$ cat config.mk
export PLATFORM = sky130hd
export DESIGN_NAME = minterm_scanner
export DESIGN_NICKNAME = d
export VERILOG_FILES = /design/src/rtl/guide_pkg.sv /design/src/rtl/minterm_emitter.sv /design/src/rtl/minterm_scanner.sv
export SDC_FILE = /design/constraint.sdc
export NUM_CORES = 1
export LEC_CHECK = 0
export CAP_MARGIN = 20
export CORE_MARGIN = 4
export CORE_UTILIZATION = 37
export CTS_CLUSTER_SIZE = 10
export DETAILED_ROUTE_END_ITERATION = 7
export PLACE_DENSITY = 0.66
export SLEW_MARGIN = 20
export SYNTH_ARGS = -nofsm -noshare
export SYNTH_HDL_FRONTEND = slang
export SYNTH_HIERARCHICAL = 1
export SYNTH_SLANG_ARGS = --single-unit
export TNS_END_PERCENT = 20
$ cat constraint.sdc
create_clock -name clk -period 7.1 [get_ports clk]
set_clock_uncertainty 0.15 [all_clocks]
set_input_delay 2.13 -clock clk [delete_from_list [all_inputs] [get_ports clk]]
set_output_delay 2.13 -clock clk [all_outputs]
set_load 0.05 [all_outputs]
$ cat src/rtl/guide_pkg.sv
// Shared types and helpers for the minterm scanner: FSM encoding, table width
// and the "any higher minterm" query used to flag the last emitted index.
package guide_pkg;

  typedef enum logic [1:0] {
    IDLE  = 2'd0,
    SWEEP = 2'd1,
    EMIT  = 2'd2,
    DONE  = 2'd3
  } scan_state_e;

  localparam int N_VARS_DEF = 4;
  localparam int TT_W       = 1 << N_VARS_DEF;
  // Widest table supported (N_VARS = 6); narrower tables are zero-extended.
  localparam int MAX_TT_W   = 64;

  function automatic logic any_set_above(input logic [MAX_TT_W-1:0] table_bits,
                                         input int idx);
    logic hit;
    hit = 1'b0;
    for (int i = 0; i < MAX_TT_W; i++) begin
      if (i > idx && table_bits[i]) hit = 1'b1;
    end
    return hit;
  endfunction

endpackage

$ cat src/rtl/minterm_emitter.sv
// Walks the captured truth table and presents each set index over valid/ready.
// Zero entries are skipped one per cycle; set entries wait for m_ready.
module minterm_emitter
  import guide_pkg::*;
#(
  parameter int N_VARS = 4
) (
  input  logic                     clk,
  input  logic                     reset,
  input  logic                     active,
  input  logic [(1<<N_VARS)-1:0]   tt,
  input  logic                     m_ready,
  output logic                     m_valid,
  output logic [N_VARS-1:0]        m_index,
  output logic                     m_last,
  output logic                     finish
);

  localparam int W = 1 << N_VARS;

  // Handshake: a transfer happens on a rising edge where m_valid & m_ready;
  // m_valid never depends on m_ready and holds with m_index/m_last until then.
  logic [N_VARS-1:0] ptr;
  logic              bit_set;
  logic              advance;

  assign bit_set = tt[ptr];
  assign advance = active & (~bit_set | m_ready);
  assign finish  = advance & (ptr == N_VARS'(W - 1));

  always_ff @(posedge clk) begin
    if (reset || !active) ptr <= '0;
    else if (advance)     ptr <= ptr + N_VARS'(1);
  end

  assign m_valid = active & bit_set;
  assign m_index = m_valid ? ptr : '0;
  assign m_last  = m_valid & ~any_set_above(MAX_TT_W'(tt), int'(ptr));

endmodule

$ cat src/rtl/minterm_scanner.sv
// Sweeps every input combination through an external function, captures the
// truth table and minterm count, then streams the set minterm indices out.
module minterm_scanner
  import guide_pkg::*;
#(
  parameter int N_VARS = 4
) (
  input  logic                   clk,
  input  logic                   reset,
  input  logic                   start,
  output logic [N_VARS-1:0]      probe,
  input  logic                   f_in,
  output logic                   m_valid,
  input  logic                   m_ready,
  output logic [N_VARS-1:0]      m_index,
  output logic                   m_last,
  output logic [(1<<N_VARS)-1:0] tt,
  output logic [N_VARS:0]        count,
  output logic                   busy,
  output logic                   done
);

  localparam int W = 1 << N_VARS;

  scan_state_e state, state_next;
  logic        emit_finish;

  always_ff @(posedge clk) begin
    if (reset) state <= IDLE;
    else       state <= state_next;
  end

  always_comb begin
    state_next = state;
    case (state)
      IDLE:    if (start) state_next = SWEEP;
      SWEEP:   if (probe == N_VARS'(W - 1)) state_next = EMIT;
      EMIT:    if (emit_finish) state_next = DONE;
      DONE:    state_next = IDLE;
      default: state_next = IDLE;
    endcase
  end

  // busy/done are registered from the next state so they line up with state.
  always_ff @(posedge clk) begin
    if (reset) begin
      probe <= '0;
      tt    <= '0;
      count <= '0;
      busy  <= 1'b0;
      done  <= 1'b0;
    end else begin
      busy <= (state_next == SWEEP) || (state_next == EMIT);
      done <= (state_next == DONE);
      case (state)
        IDLE: begin
          if (start) begin
            probe <= '0;
            tt    <= '0;
            count <= '0;
          end
        end
        SWEEP: begin
          tt[probe] <= f_in;
          count     <= count + (N_VARS+1)'(f_in);
          probe     <= probe + N_VARS'(1);
        end
        default: ;
      endcase
    end
  end

  minterm_emitter #(.N_VARS(N_VARS)) u_emitter (
    .clk     (clk),
    .reset   (reset),
    .active  (state == EMIT),
    .tt      (tt),
    .m_ready (m_ready),
    .m_valid (m_valid),
    .m_index (m_index),
    .m_last  (m_last),
    .finish  (emit_finish)
  );

endmodule

==> results.json <==
{
  "layout_min_cycle_time_ns": 5.256,
  "setup_viol": 0,
  "maxCapViolCount": 0,
  "synthFlopType": "dfxtp_1",
  "hold_viol": 0,
  "fmax_mhz": 190.3,
  "clockBufferDepth": 2,
  "finalCritPeriodShare": 0.7403,
  "synth_fp_nets": 249,
  "cts_tree": "built",
  "cts_buffers": 5,
  "num_vias": 1849,
  "wl_per_cell_um": 15.47,
  "rrSetupSlack_ns": 4.25,
  "first_global_vias": 1768,
  "antenna_found_initial": 0,
  "syn_area_mm2": 0.002053,
  "r2r_end": "busy",
  "async_reset_ff_frac": 0,
  "powerDensity_mw_per_mm2": 148.2,
  "maxSlewHeadroom": 0.5239,
  "stdcell_count": 333,
  "final_nets": 279,
  "startpoint": "u_emitter/ptr[1]",
  "path_class": "reg -> out",
  "vias_per_cell": 5.553,
  "critPathLaunchType": "flop",
  "grt_usage": 0.1628,
  "rr_startpoint": "u_emitter/ptr[1]",
  "clk_pin_slew_ns": 0.07,
  "numClockSinks": 33,
  "io_buffers": 37,
  "min-delay-path-class": "reg -> reg",
  "drt_iter0_markers": 67,
  "drive_gt1_frac": 0.08365,
  "ant_nets": 0,
  "placed_cells": 326,
  "dpl.hpwl_um": 3693,
  "critical_path_arrival_ns": 2.98,
  "synthCells": 233,
  "die_height_um": 82.50,
  "crit_fanout": 15,
  "peakVddDrop_uv": 98.41,
  "area_growth_syn_to_layout_pct": 22.12,
  "worst_pin_slew_ns": 0.7142,
  "remaining_drc_errors": 0,
  "clkLatencyLatePin_ns": 0.28,
  "cts_resized": 0,
  "crit_required_ns": 4.82,
  "p_leak_nw": 0.8767,
  "reg2reg_depth": 9,
  "ys_ff_latch": 33,
  "hold_buffers": 0,
  "crit_path_end_kind": "primary output",
  "synth_edf_count": 0,
  "status": "complete, no violations",
  "endpoint": "m_last",
  "gr-total-overflow": 0,
  "synth.distinct_cells": 55,
  "cts_setup_buffers": 0,
  "rows": 26,
  "antennaDiodeCount": 0,
  "ys_warn_count": 6,
  "h-tree-depth": 2,
  "dr.pass1.iters": 4,
  "grt_pass1_wl_um": 8749,
  "die_w_um": 82.50,
  "core_area_mm2": 0.005238,
  "wl_um": 5151,
  "slew_viol_final": 0,
  "die_area_mm2": 0.006805,
  "rsz0062_at_grt": "no",
  "setup_tns_ns": 0,
  "root_buffer": "clkbuf_8",
  "synth_area_per_cell_um2": 8.812,
  "grt_max_degree": 24,
  "num_io_pins": 38,
  "fin_util": 0.4787,
  "gp_congestion": 0.8950,
  "start_util": 0.3920,
  "ys_seq_area_frac": 0.3218
}
==> per-stage QoR <==
stage	hold slack, ns	setup slack (ns)	cell area (µm²)	power (mW)
CTS	0.3831	1.844	2507	0.3744
global route	0.4173	1.698	2507	0.3855
floorplan	0.3244	2.362	2053	0.2237
global placement	0.3621	2.186	2421	0.2346
finish	0.3836	1.844	2507	0.3715
detailed placement	0.3705	2.145	2421	0.2345
==> metal layers <==
metal	wire length [µm]	up-vias	share of wire	GRT usage
li1	-	926	-	-
met1	2427	861	0.47	0.2366
met2	2425	58	0.47	0.2508
met3	273	4	0.053	0.02603
met4	25	0	0.0049	0.03922
met5	0	-	0	0
==> logic make-up after synthesis <==
family | Yosys count | share of synthesized area
and+or+nand+nor | 110 | 0.3096
AOI/OAI and AO/OA | 47 | 0.1816
DFF | 33 | 0.3218
buffers and inverters | 23 | 0.06032
adders and majority gates | 11 | 0.06703
muxes | 9 | 0.05972
==> cell type report <==
cell class / count / area (µm²)
Fill cell: 486 / 2730
Multi-Input combinational cell: 177 / 1269
Sequential cell: 33 / 660.6
Timing Repair Buffer: 37 / 370.4
Tap cell: 70 / 87.58
Clock buffer: 7 / 86.33
Inverter: 9 / 33.78
==> worst min-delay path by stage <==
stage,startpoint,to,cells past startpoint
after floorplan,u_emitter/ptr[3],u_emitter/ptr[3],2
after global placement,count[0],count[0],2
after detailed placement,count[2],count[2],2
after CTS,count[2],count[2],2
after global routing,u_emitter/ptr[3],u_emitter/ptr[3],2
final,count[2],count[2],2
==> where the power goes <==
group / leakage [nW] / total [mW] / switching [mW] / internal (mW)
combinational: 0.565 / 0.0390 / 0.0259 / 0.0131
clock: 0.0443 / 0.141 / 0.0640 / 0.0769
sequential: 0.267 / 0.192 / 0.00405 / 0.188
total: 0.877 / 0.372 / 0.0940 / 0.278
==> cells in the mapped netlist (2+ instances only) <==
cell type	instances	area share
nor2b_1	10	0.030
a31oi_1	3	0.0091
buf_6	3	0.016
nand2b_1	4	0.012
mux2_1	2	0.011
and3_1	4	0.012
a22oi_1	3	0.011
nor3b_1	4	0.015
nor4_1	3	0.0091
buf_2	9	0.022
nand3_1	21	0.051
mux2i_1	4	0.020
nor3_1	18	0.044
a21oi_1	6	0.015
a221o_1	2	0.0098
o21ai_1	2	0.0049
or4_1	2	0.0073
nor2_1	16	0.029
and2_1	2	0.0061
ha_1	11	0.067
a31o_1	16	0.068
a211oi_1	2	0.0073
o21ai_0	3	0.0073
inv_1	9	0.016
nand4_1	2	0.0061
nand3b_1	3	0.011
nand2_1	9	0.016
dfxtp_1	33	0.32
==> sequential cells by signal, indices dropped and copies added, names as in the netlist <==
signal and flops:
busy 1, count 5, done 1, probe 4, state 2, tt 16, u_emitter/ptr 4
==> worst max-delay path, stage by stage, from the launching register on <==
cell             delay, ns
dfxtp_1               0.68
mux2i_1               0.16
a221oi_1              0.50
o2bb2ai_2             0.23
and2_1                0.19
and3_1                0.15
clkdlybuf4s50_1       0.79
==> cell usage in the layout, fill, tap and decap left out, types with 4 or more instances in the layout <==
master / instances
a31o_1: 16
nor2_1: 16
nor3_1: 18
nand3_1: 21
a21oi_1: 6
nand2b_1: 4
and3_1: 4
nor2b_1: 10
mux2i_1: 4
ha_1: 11
nor3b_1: 4
dfxtp_1: 33
clkdlybuf4s50_1: 37
nand2_1: 9
clkbuf_8: 6
inv_1: 9
(Power assumes the default switching activity.)
